`config.mk`:
```
export PLATFORM = sky130hd
export DESIGN_NAME = conv_sequencer
export DESIGN_NICKNAME = d
export VERILOG_FILES = /design/src/rtl/conv_pkg.sv /design/src/rtl/conv_index_gen.sv /design/src/rtl/conv_sequencer.sv
export SDC_FILE = /design/constraint.sdc
export NUM_CORES = 1
export LEC_CHECK = 0
export ABC_AREA = 1
export BUFFER_PORTS_ARGS = -buffer_cell sky130_fd_sc_hd__buf_2
export CAP_MARGIN = 30
export CORE_MARGIN = 2
export CORE_UTILIZATION = 45
export CTS_CLUSTER_DIAMETER = 50
export DETAILED_ROUTE_END_ITERATION = 8
export GPL_ROUTABILITY_DRIVEN = 1
export GPL_TIMING_DRIVEN = 0
export PLACE_DENSITY_LB_ADDON = 0.1
export REMOVE_ABC_BUFFERS = 1
export SLEW_MARGIN = 20
export SYNTH_ARGS = -nofsm -noshare
export SYNTH_HDL_FRONTEND = slang
export SYNTH_SLANG_ARGS = --single-unit
```
`constraint.sdc`:
```
create_clock -name clk -period 12.33 [get_ports clk]
set_input_delay 0.6165 -clock clk [delete_from_list [all_inputs] [get_ports clk]]
set_output_delay 0.6165 -clock clk [all_outputs]
set_load 0.005 [all_outputs]
```
`src/rtl/conv_pkg.sv`:
```
// -----------------------------------------------------------------------------
// conv_pkg
// Shared definitions for the convolution sequencer:
//   - CONV_AW       default X/Y address width
//   - conv_state_t  sequencer FSM state encoding
//   - is_busy_state helper: states in which the sequencer reports busy
// -----------------------------------------------------------------------------
package conv_pkg;

  localparam int CONV_AW = 5;

  typedef enum logic [2:0] {
    IDLE  = 3'd0,
    CLR   = 3'd1,
    ADDR  = 3'd2,
    DRAIN = 3'd3,
    WR    = 3'd4,
    DONE  = 3'd5
  } conv_state_t;

  // busy covers every state of an active run except the final DONE cycle
  function automatic logic is_busy_state(input conv_state_t s);
    return (s == CLR) || (s == ADDR) || (s == DRAIN) || (s == WR);
  endfunction

endpackage

```
`src/rtl/conv_index_gen.sv`:
```
// -----------------------------------------------------------------------------
// conv_index_gen
// Index generator for the convolution sequencer. Holds the output index n and
// the inner index k, derives the k range for the current n and produces the
// X/Y read addresses.
//
//   Z[n] = sum_{k=kmin..kmax} X[k]*Y[n-k]
//   kmin = max(0, n-sizeY+1), kmax = min(n, sizeX-1)
//
// Ports
//   clk        in   1    clock, posedge
//   rst_a      in   1    asynchronous reset, active low
//   init_i     in   1    latch sizes, n <= 0 (accepted start)
//   kload_i    in   1    k <= kmin (CLR cycle)
//   kstep_i    in   1    k <= k+1 (ADDR cycle, not last k)
//   nstep_i    in   1    n <= n+1 (WR cycle, not last n)
//   size_x_i   in   AW   number of X samples
//   size_y_i   in   AW   number of Y samples
//   x_addr_o   out  AW   X read address (= k)
//   y_addr_o   out  AW   Y read address (= n-k)
//   n_o        out  ZAW  current output index
//   last_k_o   out  1    k has reached kmax
//   last_n_o   out  1    n is the last output index
// -----------------------------------------------------------------------------
module conv_index_gen
  import conv_pkg::*;
#(
  parameter int AW  = CONV_AW,
  parameter int ZAW = AW + 1
) (
  input  logic           clk,
  input  logic           rst_a,
  input  logic           init_i,
  input  logic           kload_i,
  input  logic           kstep_i,
  input  logic           nstep_i,
  input  logic [AW-1:0]  size_x_i,
  input  logic [AW-1:0]  size_y_i,
  output logic [AW-1:0]  x_addr_o,
  output logic [AW-1:0]  y_addr_o,
  output logic [ZAW-1:0] n_o,
  output logic           last_k_o,
  output logic           last_n_o
);

  localparam int ZW1 = ZAW + 1;

  logic [AW-1:0]  size_x_q, size_y_q;
  logic [ZAW-1:0] n_q, n_d;
  logic [ZAW-1:0] k_q, k_d;
  logic [AW-1:0]  x_addr_q, y_addr_q;
  logic [AW-1:0]  y_addr_d;
  logic [ZAW-1:0] kmin, kmax, sx_m1, n_last;
  logic [ZW1-1:0] n_p1, sy_w;

  always_comb begin
    // n+1 and sizeY compared one bit wider so n near 2**ZAW-1 cannot wrap
    n_p1   = ZW1'(n_q) + ZW1'(1);
    sy_w   = ZW1'(size_y_q);
    kmin   = (n_p1 > sy_w) ? ZAW'(n_p1 - sy_w) : '0;
    sx_m1  = ZAW'(size_x_q) - ZAW'(1);
    kmax   = (n_q < sx_m1) ? n_q : sx_m1;
    n_last = ZAW'(size_x_q) + ZAW'(size_y_q) - ZAW'(2);

    k_d = k_q;
    if (kload_i) begin
      k_d = kmin;
    end else if (kstep_i) begin
      k_d = k_q + ZAW'(1);
    end

    n_d = n_q;
    if (init_i) begin
      n_d = '0;
    end else if (nstep_i) begin
      n_d = n_q + ZAW'(1);
    end

    // k <= n by construction, so the truncated difference is the true index
    y_addr_d = AW'(n_q - k_d);
  end

  always_ff @(posedge clk or negedge rst_a) begin
    if (!rst_a) begin
      size_x_q <= '0;
      size_y_q <= '0;
      n_q      <= '0;
      k_q      <= '0;
      x_addr_q <= '0;
      y_addr_q <= '0;
    end else begin
      if (init_i) begin
        size_x_q <= size_x_i;
        size_y_q <= size_y_i;
      end
      n_q <= n_d;
      k_q <= k_d;
      if (kload_i || kstep_i) begin
        x_addr_q <= AW'(k_d);
        y_addr_q <= y_addr_d;
      end
    end
  end

  // ">=" rather than "==" so out-of-contract sizes (kmin > kmax) still end ADDR
  assign last_k_o = (k_q >= kmax);
  assign last_n_o = (n_q == n_last);
  assign x_addr_o = x_addr_q;
  assign y_addr_o = y_addr_q;
  assign n_o      = n_q;

endmodule

```
`src/rtl/conv_sequencer.sv`:
```
// -----------------------------------------------------------------------------
// conv_sequencer
// Control FSM sequencing the 8x8->16 MAC of the convolution IP:
//   Z[n] = sum_k X[k]*Y[n-k], n = 0..sizeX+sizeY-2
// Per output: CLR (clear MAC) -> ADDR (K_n address cycles) -> DRAIN -> WR,
// then DONE for one cycle after the last write.
//
// Ports
//   clk        in   1    clock, posedge
//   rst_a      in   1    asynchronous reset, active low
//   start      in   1    start pulse, sizes latched; ignored unless idle
//   sizeX      in   AW   number of X samples (1..2**AW-1)
//   sizeY      in   AW   number of Y samples (1..2**AW-1)
//   busy       out  1    run in progress (CLR/ADDR/DRAIN/WR)
//   done       out  1    one-cycle pulse after the last Z write
//   memX_addr  out  AW   X read address, data valid one cycle later
//   memY_addr  out  AW   Y read address, data valid one cycle later
//   memZ_addr  out  ZAW  Z write address (= n)
//   memZ_we    out  1    Z write enable, data = MAC accumulator
//   mac_clr_n  out  1    MAC synchronous clear, active low
//   mac_load   out  1    MAC accumulate enable
//   int_o      out  1    sticky done interrupt
//   int_clr    in   1    interrupt clear
//
// Configuration
//   CONV_INT_EN  defined: int_o set on DONE and held until int_clr (set wins).
//                undefined: int_o tied low, int_clr ignored.
// -----------------------------------------------------------------------------
module conv_sequencer
  import conv_pkg::*;
#(
  parameter int AW  = CONV_AW,
  parameter int ZAW = AW + 1
) (
  input  logic           clk,
  input  logic           rst_a,
  input  logic           start,
  input  logic [AW-1:0]  sizeX,
  input  logic [AW-1:0]  sizeY,
  output logic           busy,
  output logic           done,
  output logic [AW-1:0]  memX_addr,
  output logic [AW-1:0]  memY_addr,
  output logic [ZAW-1:0] memZ_addr,
  output logic           memZ_we,
  output logic           mac_clr_n,
  output logic           mac_load,
  output logic           int_o,
  input  logic           int_clr
);

  conv_state_t state_q, state_d;

  logic busy_q, done_q, memZ_we_q, mac_clr_n_q;
  logic load_vld_q;
  logic init, kload, kstep, nstep;
  logic last_k, last_n;

  conv_index_gen #(
    .AW  (AW),
    .ZAW (ZAW)
  ) u_index_gen (
    .clk      (clk),
    .rst_a    (rst_a),
    .init_i   (init),
    .kload_i  (kload),
    .kstep_i  (kstep),
    .nstep_i  (nstep),
    .size_x_i (sizeX),
    .size_y_i (sizeY),
    .x_addr_o (memX_addr),
    .y_addr_o (memY_addr),
    .n_o      (memZ_addr),
    .last_k_o (last_k),
    .last_n_o (last_n)
  );

  always_comb begin
    state_d = state_q;
    case (state_q)
      IDLE:    if (start) state_d = CLR;
      CLR:     state_d = ADDR;
      ADDR:    if (last_k) state_d = DRAIN;
      DRAIN:   state_d = WR;
      WR:      state_d = last_n ? DONE : CLR;
      DONE:    state_d = IDLE;
      default: state_d = IDLE;
    endcase

    init  = (state_q == IDLE) && start;
    kload = (state_q == CLR);
    kstep = (state_q == ADDR) && !last_k;
    nstep = (state_q == WR) && !last_n;
  end

  // Outputs are registered from the next state so they line up with the state.
  // mac_load is ADDR delayed by one cycle to match the memory read latency;
  // it can never coincide with CLR, which always follows IDLE or WR.
  always_ff @(posedge clk or negedge rst_a) begin
    if (!rst_a) begin
      state_q     <= IDLE;
      busy_q      <= 1'b0;
      done_q      <= 1'b0;
      memZ_we_q   <= 1'b0;
      mac_clr_n_q <= 1'b1;
      load_vld_q  <= 1'b0;
    end else begin
      state_q     <= state_d;
      busy_q      <= is_busy_state(state_d);
      done_q      <= (state_d == DONE);
      memZ_we_q   <= (state_d == WR);
      mac_clr_n_q <= (state_d != CLR);
      load_vld_q  <= (state_q == ADDR);
    end
  end

  assign busy      = busy_q;
  assign done      = done_q;
  assign memZ_we   = memZ_we_q;
  assign mac_clr_n = mac_clr_n_q;
  assign mac_load  = load_vld_q;

`ifdef CONV_INT_EN
  logic int_q, int_d;

  // Set covers both the edge entering DONE and the DONE cycle itself, so an
  // int_clr coinciding with DONE cannot win over the set.
  always_comb begin
    int_d = (state_d == DONE) || (state_q == DONE) || (int_q && !int_clr);
  end

  always_ff @(posedge clk or negedge rst_a) begin
    if (!rst_a) begin
      int_q <= 1'b0;
    end else begin
      int_q <= int_d;
    end
  end

  assign int_o = int_q;
`else
  logic unused_int_clr;
  assign unused_int_clr = int_clr;
  assign int_o = 1'b0;
`endif

endmodule

```
==> results.cfg, run 1 <==
[power_and_ir_drop]
p_switching_uw = 47.3
power.leakage_nw = 1.65
power.internal_uw = 173
power_frac_seq_pct = 59.5
p_sw_share_pct = 21.5
p_clk_share_pct = 38.1
ir_drop_uv = 43.2
combPwrFrac_pct = 2.4
power_density_mw_per_mm2 = 68.4

[timing]
fmax_mhz = 207
fin_skew_ns = 0.00723
setup_viol = 0
slew_headroom_pct = 47.5
drv_slew = 0
worst_slew_pin_slew_ns = 0.786
min_period_ns = 4.83
fin_setup_tns_ns = 0
finalHoldViolations = 0
rsz0062_at_grt = false
fin_crit_sh_pct = 39.2

[setup_path]
cp-start-kind = register
critPathKind = register to register
required_ns = 12.52
path_cells = inv_1 -> ha_1 -> nand3_1 -> xor2_1 -> inv_1 -> ha_1 -> nand2_1 -> o211ai_1 -> o21ai_0 -> ha_1 -> nand2_1 -> inv_1 -> a21oi_1 -> nand3_4 -> a31oi_1 -> ha_1 -> inv_1 -> fa_1 -> nand3_1 -> nand2_1 -> xor2_1 -> nand3_1 -> nand3_1 -> nand2_1
crit_slowest_cell = o211ai_1
critPathTopFamily = compound AO/OA/AOI/OAI gates
cp_max_fo = 12
cp-end-kind = register
path_buf_inv = 4
cp.arrival_ns = 5.02
cp_slowest_stage_delay_ns = 0.55

[final_layout]
fin_area_mm2 = 0.00322
diodes = 0
layout.nets = 448
drive_above_1_share_pct = 17.0
areaGrowthSynthToFinish_pct = 11.3

[run]
drv_cap = 0

[clock_network]
cts_root_buf = clkbuf_8
h-tree-depth = 2
clock_sinks = 40
clk_latency_ns = 0.29
cts_made_buffers = 5
cts_setup_buffers = 0
hold_buffers = 0
cts-resized-gates = 0
tritoncts = done
path_clk_slew_ns = 0.08
clockBufferDepth = 2

[route]
routed_wl_mm = 6.07
vias_per_cell = 4.87
vias = 2322
first_iter_violations = 94
routedWlPerCell_um = 12.7
drt-pass1-iter-count = 4
drcViolationCount = 0
ant_nets = 0

[yosys]
ys.warnings.count = 0
synth_xor_area_share_pct = 5.75
synth_mux_area_share_pct = 0
synth-adder-area-share_pct = 15.9
syn_inst = 365
ys_seq_area_share_pct = 34.6
synth_edf_count = 0
synth_top_area_share_pct = 33.7
netlist_area_mm2 = 0.00290
synth-compound-area-share_pct = 9.72
syn_area_per_cell_um2 = 7.93
synth_top_family_by_area = simple AND/OR/NAND/NOR gates
synth-simple-area-share_pct = 25.5
yosysUniqueCellTypes = 36
synth_most_common_cell = nand2_1
synth.ff_latch_count = 40
synth_top_cell_by_area = dfrtp_1
yosys-top-cells-count = nand2_1, inv_1, dfrtp_1, ha_1, nand3_1
synthTopCellsByArea = dfrtp_1, ha_1, nand2_1, inv_1, nand3_1
synth_ff_type = dfrtp_1
synth_async_sr_flop_share_pct = 100

[floorplan]
rows = 29
die_w_um = 84.2
die_h_um = 84.2
ios = 36
start_util_pct = 46.1
die_area_mm2 = 0.00709
core_region_area_mm2 = 0.00628

[grt]
antenna_found_initial = 0
track_usage_pct = 19.2
grt_max_degree = 41
overflow = 0
grt_pass1_vias = 2340
grt_pass1_wl_mm = 10.9

[place]
place.gp.congestion = 0.790
io_buffers = 33
postPlaceCellArea_mm2 = 0.00311
dp_hpwl_mm = 4.73

[worst_hold_path]
min_path_type = primary input to asynchronous set/reset pin

[run_status]
status = finished clean
==> layout by cell type (no fill, tap or decap), types with 4 or more instances in the layout <==
| cell type | count |
|---|---|
| nand2_1 | 99 |
| inv_1 | 46 |
| dfrtp_1 | 39 |
| buf_2 | 33 |
| ha_1 | 32 |
| nand3_1 | 24 |
| o21ai_0 | 20 |
| nor2_1 | 15 |
| xnor2_1 | 11 |
| a21oi_1 | 9 |
| xor2_1 | 8 |
| o21ai_2 | 7 |
| inv_2 | 6 |
| o21ai_1 | 6 |
| nand4_1 | 5 |
| clkbuf_8 | 5 |
| nand2_2 | 4 |
==> sequential cells by signal (all words and copies together), names as in the netlist <==
signal and cells:
u_index_gen.k_q 6, u_index_gen.n_o 6, u_index_gen.size_x_q 5, u_index_gen.size_y_q 5, u_index_gen.x_addr_o 5, u_index_gen.y_addr_o 5, state_q 3, busy 1
done 1, mac_clr_n 1, mac_load 1, memZ_we 1
==> cell families after synthesis <==
family,Yosys count
flip-flops,40
other,1
buffers and inverters,59
AND/OR/NAND/NOR,163
adder cells (fa/ha/maj),35
XOR/XNOR,19
AO/OA/AOI/OAI,48
==> per-stage QoR <==
stage / instances / hold WS, ns / util [%] / setup WS (ns) / total power [mW]
floorplan: 358 / 0.321 / - / 8.16 / 0.134
global route: 477 / 0.325 / 51.3 / 6.89 / 0.231
finish: 477 / 0.303 / 51.3 / 7.50 / 0.220
CTS: 476 / 0.473 / 50.9 / 7.49 / 0.224
detailed placement: 468 / 0.453 / 49.6 / 7.51 / 0.138
global placement: 468 / 0.452 / 49.6 / 7.57 / 0.138
==> power groups by stage <==
stage               Combinational [mW]  Sequential [mW]  Clock (mW)
global route                   0.00630            0.131      0.0933
floorplan                    0.0000667            0.134           0
CTS                            0.00470            0.131      0.0885
finish                         0.00539            0.131      0.0839
detailed placement             0.00468            0.134           0
global placement               0.00455            0.134           0
==> path summary, 6_finish.rpt <==
check / from / to / slack (ns) / depth (start not counted)
max: u_index_gen.size_x_q[0] / u_index_gen.y_addr_o[4] / 7.50 / 24
min: rst_a / mac_load / 0.30 / 1
max reg2reg: u_index_gen.size_x_q[0] / u_index_gen.y_addr_o[4] / 7.50 / 24
min reg2reg: u_index_gen.y_addr_o[1] / u_index_gen.y_addr_o[1] / 0.47 / 2
max in group asynchronous: rst_a / mac_clr_n / 11.47 / 2
min in group clk: u_index_gen.y_addr_o[1] / u_index_gen.y_addr_o[1] / 0.47 / 2
==> layer usage <==
metal,up-vias,part of all wire (%),track usage (%)
li1,1239,-,-
met1,1051,48,25.7
met2,30,48,32.8
met3,2,3.3,3.05
met4,0,0.48,4.40
met5,-,0,0
==> final cells by class <==
| class | instances | area (um^2) |
|---|---|---|
| flip-flops and latches | 40 | 1000 |
| fillers | 602 | 3060 |
| clock buffers | 7 | 76.3 |
| clock inverters | 1 | 5.00 |
| well taps | 77 | 96.3 |
| multi-input cells | 266 | 1650 |
| repair buffers | 34 | 193 |
| inverters | 52 | 195 |
Power figures use the tool's default switching activity.
==> run 2: changes to the inputs <==
==> constraint.sdc (replaced) <==
create_clock -name clk -period 5 [get_ports clk]
set_input_delay 0.25 -clock clk [delete_from_list [all_inputs] [get_ports clk]]
set_output_delay 0.25 -clock clk [all_outputs]
set_load 0.005 [all_outputs]
==> run 2 against run 1 <==
Compared with the run above:
- combinational power rose to 2.6 times the previous value
- clock skew about the same
- count of clock-buffer cells in the layout unchanged
- cell area grew 1.1%
- utilization grew 0.58 points
- hold slack worse by 0.14 ns
- flip-flop and latch count unchanged
- cell count is 0.63% higher
- sequential share of layout area is 0.35 points lower
==> results.cfg, run 2 (synthesized netlist as in run 1, its figures left out) <==
[grt]
grt_max_degree = 41
grt_pass1_vias = 2340
grt_pass1_wl_mm = 10.9
antenna_found_initial = 0
overflow = 0
track_usage_pct = 19.2

[place]
place.gp.congestion = 0.790
placement.setup.worst_slack_ns = 0.175
io_buffers = 33
dp_hpwl_mm = 4.73

[route]
ant_nets = 0
vias_per_cell = 4.87
drt-pass1-iter-count = 4
routed_wl_mm = 6.09
routedWlPerCell_um = 12.7
first_iter_violations = 94
vias = 2336
drcViolationCount = 0

[run_status]
status = finished clean

[floorplan]
die_h_um = 84.2
core_region_area_mm2 = 0.00628
die_area_mm2 = 0.00709
rows = 29
ios = 36
start_util_pct = 46.1
die_w_um = 84.2

[timing]
postLayoutSetupSlackWorst_ns = 0.510
slew_headroom_pct = 47.6
min_period_ns = 4.49
fmax_mhz = 223
fin_crit_sh_pct = 89.8
finalHoldViolations = 0
drv_slew = 0
worst_slew_pin_slew_ns = 0.785
fin_skew_ns = 0.00679
setup_viol = 0

[final_layout]
final_common_cell = nand2_1
diodes = 0
areaGrowthSynthToFinish_pct = 12.5
final_cell_mix = nand2_1, inv_1, dfrtp_1
layout.nets = 451
drive_above_1_share_pct = 18.1

[power_and_ir_drop]
power.leakage_nw = 1.67
power_uw = 545
ir_drop_uv = 107
power_density_mw_per_mm2 = 167

[clock_network]
h-tree-depth = 2
cts_made_buffers = 5
path_clk_slew_ns = 0.08
clk_latency_ns = 0.29
tritoncts = done
cts_root_buf = clkbuf_8
clockBufferDepth = 2
clock_sinks = 40

[setup_path]
cp-start-kind = register
path_buf_inv = 5
critPathTopFamily = adder cells
cp_max_fo = 9
cp-end-kind = register
cp.arrival_ns = 4.68
crit_slowest_cell = dfrtp_1
cp_slowest_stage_delay_ns = 0.42
required_ns = 5.19
critPathKind = register to register

[run]
drv_cap = 0

[worst_hold_path]
min_path_type = primary input to register
## run 2: path summary, 6_finish.rpt
path	slack (ns)	cells past startpoint	endpoint	start
worst max-delay path	0.51	27	u_index_gen.y_addr_o[4]	u_index_gen.size_x_q[0]
worst min-delay path	0.16	3	u_index_gen.size_y_q[0]	sizeY[0]
worst max register to register	0.51	27	u_index_gen.y_addr_o[4]	u_index_gen.size_x_q[0]
worst min register to register	0.47	2	u_index_gen.y_addr_o[1]	u_index_gen.y_addr_o[1]
max in group asynchronous	3.97	3	mac_clr_n	rst_a
min in group asynchronous	0.47	2	mac_load	rst_a
## run 2: per-layer routing
metal  share of wire [%]  track usage (%)  vias to the layer above
met3                 3.3             3.05                        2
met5                   0                0                        -
met1                  48             25.7                     1061
met4                0.48             4.40                        0
met2                  48             32.8                       29
li1                    -                -                     1244
## run 2: metrics by stage
| step | hold slack [ns] | cell area [um^2] | util [%] | setup TNS [ns] | cells |
|---|---|---|---|---|---|
| floorplan | -0.0456 | 2850 | - | 0 | 358 |
| global placement | 0.441 | 3110 | 49.6 | 0 | 468 |
| detailed placement | 0.453 | 3110 | 49.6 | 0 | 468 |
| CTS | 0.142 | 3190 | 50.9 | 0 | 476 |
| global route | 0.179 | 3260 | 51.9 | -0.0280 | 480 |
| finish | 0.158 | 3260 | 51.9 | 0 | 480 |
## run 2: cell type report
| type | instances | area, um^2 |
|---|---|---|
| clock buffer | 7 | 76.3 |
| fill | 596 | 3020 |
| timing repair buffer | 37 | 218 |
| multi-input combinational | 266 | 1670 |
| tap | 77 | 96.3 |
| inverter | 52 | 195 |
| clock inverter | 1 | 5.00 |
| sequential | 40 | 1000 |
## run 2: worst reg2reg max path, delay by kind of cell, from the launching register on
kind	cells	cell delay, ns
compound gates	5	0.97
xor+xnor	2	0.31
fa+ha+maj	5	1.34
simple gates	10	0.88
flops	1	0.42
buf+inv	5	0.46
## run 2: power by group
group | switching (mW) | total (mW) | internal (mW) | leakage (nW)
logic | 0.00808 | 0.0140 | 0.00589 | 1.16
clock network | 0.110 | 0.208 | 0.0980 | 0.0422
registers | 0 | 0.323 | 0.323 | 0.464
total | 0.118 | 0.545 | 0.427 | 1.67
## run 2: what timing repair did
action                                  CTS  global route
endpoints found under the hold margin     0            19
buffers inserted                          0             2
hold buffers                              0             1
endpoints found under the setup margin    0             3
gates resized for setup                   0             3
==> run 3: changes to the inputs <==
--- a/config.mk
+++ b/config.mk
@@ -9,14 +9,14 @@
 export BUFFER_PORTS_ARGS = -buffer_cell sky130_fd_sc_hd__buf_2
 export CAP_MARGIN = 30
 export CORE_MARGIN = 2
-export CORE_UTILIZATION = 45
+export CORE_UTILIZATION = 59
 export CTS_CLUSTER_DIAMETER = 50
 export DETAILED_ROUTE_END_ITERATION = 8
 export GPL_ROUTABILITY_DRIVEN = 1
 export GPL_TIMING_DRIVEN = 0
 export PLACE_DENSITY_LB_ADDON = 0.1
 export REMOVE_ABC_BUFFERS = 1
-export SLEW_MARGIN = 20
+export SLEW_MARGIN = 30
 export SYNTH_ARGS = -nofsm -noshare
 export SYNTH_HDL_FRONTEND = slang
 export SYNTH_SLANG_ARGS = --single-unit
==> run 3 against run 2 <==
Compared with the run above:
- combinational power decreased by 18%
- total power increased by 8.9%
- sequential share of layout area increased by 0.18 points
- clock skew decreased by 0.0026 ns
- hold slack improved by 0.0022 ns
- cell area decreased by 0.58%
- worst setup slack got worse by 0.037 ns
- wire length increased by 0.18%
- critical path type unchanged
- largest cell class unchanged
==> results.cfg, run 3 (synthesized netlist as in run 1, its figures left out) <==
[run_status]
status = finished clean

[worst_hold_path]
min_path_type = primary input to register

[place]
place.gp.congestion = 0.885
dp_hpwl_mm = 4.60
placement.setup.worst_slack_ns = 0.201
dp.cells = 458
io_buffers = 33

[final_layout]
final_cell_mix = nand2_1, inv_1, dfrtp_1
fillers = 410
diodes = 0
postLayoutCoreUtil_pct = 68.6
drive_above_1_share_pct = 17.7
layout.nets = 449
areaGrowthSynthToFinish_pct = 11.9
layout.cells.non_filler = 468
final_common_cell = nand2_1

[timing]
min_period_ns = 4.53
worst_slew_pin_slew_ns = 0.771
slew_headroom_pct = 48.6
holdWs_ns = 0.161
setup_viol = 0
finalHoldViolations = 0
fin_skew_ns = 0.00424
fin_crit_sh_pct = 90.5
fmax_mhz = 221
fin_setup_tns_ns = 0
rsz0062_at_grt = false
drv_slew = 0
postLayoutSetupSlackWorst_ns = 0.473

[floorplan]
die_area_mm2 = 0.00548
rows = 25
ios = 36
start_util_pct = 61.3
core_region_area_mm2 = 0.00472
die_w_um = 74.1
die_h_um = 74.1

[grt]
track_usage_pct = 25.1
antenna_found_initial = 0
overflow = 0
grt_max_degree = 41
grt_pass1_vias = 2383
grt_pass1_wl_mm = 10.6

[power_and_ir_drop]
ir_drop_uv = 144
power_frac_seq_pct = 54.5
power_density_mw_per_mm2 = 183
p_switching_uw = 118
power.leakage_nw = 1.67
p_clk_share_pct = 43.6
power.internal_uw = 475
combPwrFrac_pct = 1.9
p_sw_share_pct = 19.9

[clock_network]
clockBufferDepth = 2
cts_made_buffers = 5
clock_sinks = 40
cts_root_buf = clkbuf_8
h-tree-depth = 2
tritoncts = done
path_clk_slew_ns = 0.08
clk_latency_ns = 0.29

[route]
drt-pass1-iter-count = 4
ant_nets = 0
routedWlPerCell_um = 13.0
first_iter_violations = 136
routed_wl_mm = 6.10
vias_per_cell = 5.18
vias = 2422
drcViolationCount = 0

[setup_path]
cp.arrival_ns = 4.71
cp-start-kind = register
critPathKind = register to register
cp-end-kind = register
cp_slowest_stage_delay_ns = 0.43
crit_slowest_cell = dfrtp_1
cp_max_fo = 12
required_ns = 5.18
critPathMostFrequentCell = nand2_1

[run]
drv_cap = 0
[run 3: cell types whose count changed in the layout (fill, tap and decap cells not counted)]
cell,delta
bufinv_16,+1
buf_16,-1
inv_1,+1
buf_2,-1
clkbuf_1,-1
inv_2,-1
[run 3: path summary, 6_finish.rpt]
path / startpoint / end / slack [ns] / depth (start not counted)
max: u_index_gen.size_x_q[0] / u_index_gen.y_addr_o[4] / 0.47 / 31
min: sizeX[2] / u_index_gen.size_x_q[2] / 0.16 / 3
max reg2reg: u_index_gen.size_x_q[0] / u_index_gen.y_addr_o[4] / 0.47 / 31
min reg2reg: u_index_gen.y_addr_o[1] / u_index_gen.y_addr_o[1] / 0.47 / 2
max in group asynchronous: rst_a / state_q[1] / 4.16 / 2
min in group asynchronous: rst_a / u_index_gen.size_x_q[4] / 0.47 / 2
[run 3: stage by stage]
| stage | power, mW | area (um^2) |
|---|---|---|
| global route | 0.617 | 3240 |
| CTS | 0.604 | 3210 |
| global placement | 0.340 | 3100 |
| floorplan | 0.330 | 2850 |
| detailed placement | 0.341 | 3100 |
| finish | 0.594 | 3240 |
[run 3: power by group through the flow]
| stage | logic (mW) | registers (mW) | clock network, mW |
|---|---|---|---|
| global placement | 0.0109 | 0.330 | 0 |
| CTS | 0.0112 | 0.323 | 0.269 |
| global route | 0.0138 | 0.323 | 0.280 |
| finish | 0.0115 | 0.323 | 0.259 |
| floorplan | 0.000163 | 0.330 | 0 |
| detailed placement | 0.0111 | 0.330 | 0 |
[run 3: routing by layer]
metal | global-route usage (%) | routed length, um | vias to the layer above | part of all wire, %
met5 | 0 | 0 | - | 0
met1 | 32.4 | 2800 | 1109 | 46
met2 | 40.9 | 2900 | 56 | 47
li1 | - | - | 1241 | -
met4 | 10.7 | 140 | 0 | 2.3
met3 | 5.42 | 258 | 16 | 4.2
[run 3: repair_timing]
item | CTS | global route
gates resized for setup | 0 | 2
setup buffers | 0 | 1
endpoints found under the hold margin | 0 | 39
hold buffers | 0 | 1
endpoints found under the setup margin | 0 | 1
[run 3: critical path: cells and delay by family (launching register included)]
kind | cells | cell delay, ns
AOI/OAI and AO/OA | 5 | 0.55
xor gates and xnor gates | 2 | 0.32
adders and majority gates | 5 | 1.36
buffers and inverters | 5 | 0.53
DFF | 1 | 0.43
and+or+nand+nor | 14 | 1.21
[run 3: cell type report]
type | count | area (um^2) | area share, %
Multi-Input combinational cell | 266 | 1670 | 51.4
Timing Repair Buffer | 35 | 185 | 5.72
Sequential cell | 40 | 1000 | 30.9
Tap cell | 67 | 83.8 | 2.59
Clock buffer | 6 | 72.6 | 2.24
Clock inverter | 2 | 35.0 | 1.08
Inverter | 52 | 195 | 6.03
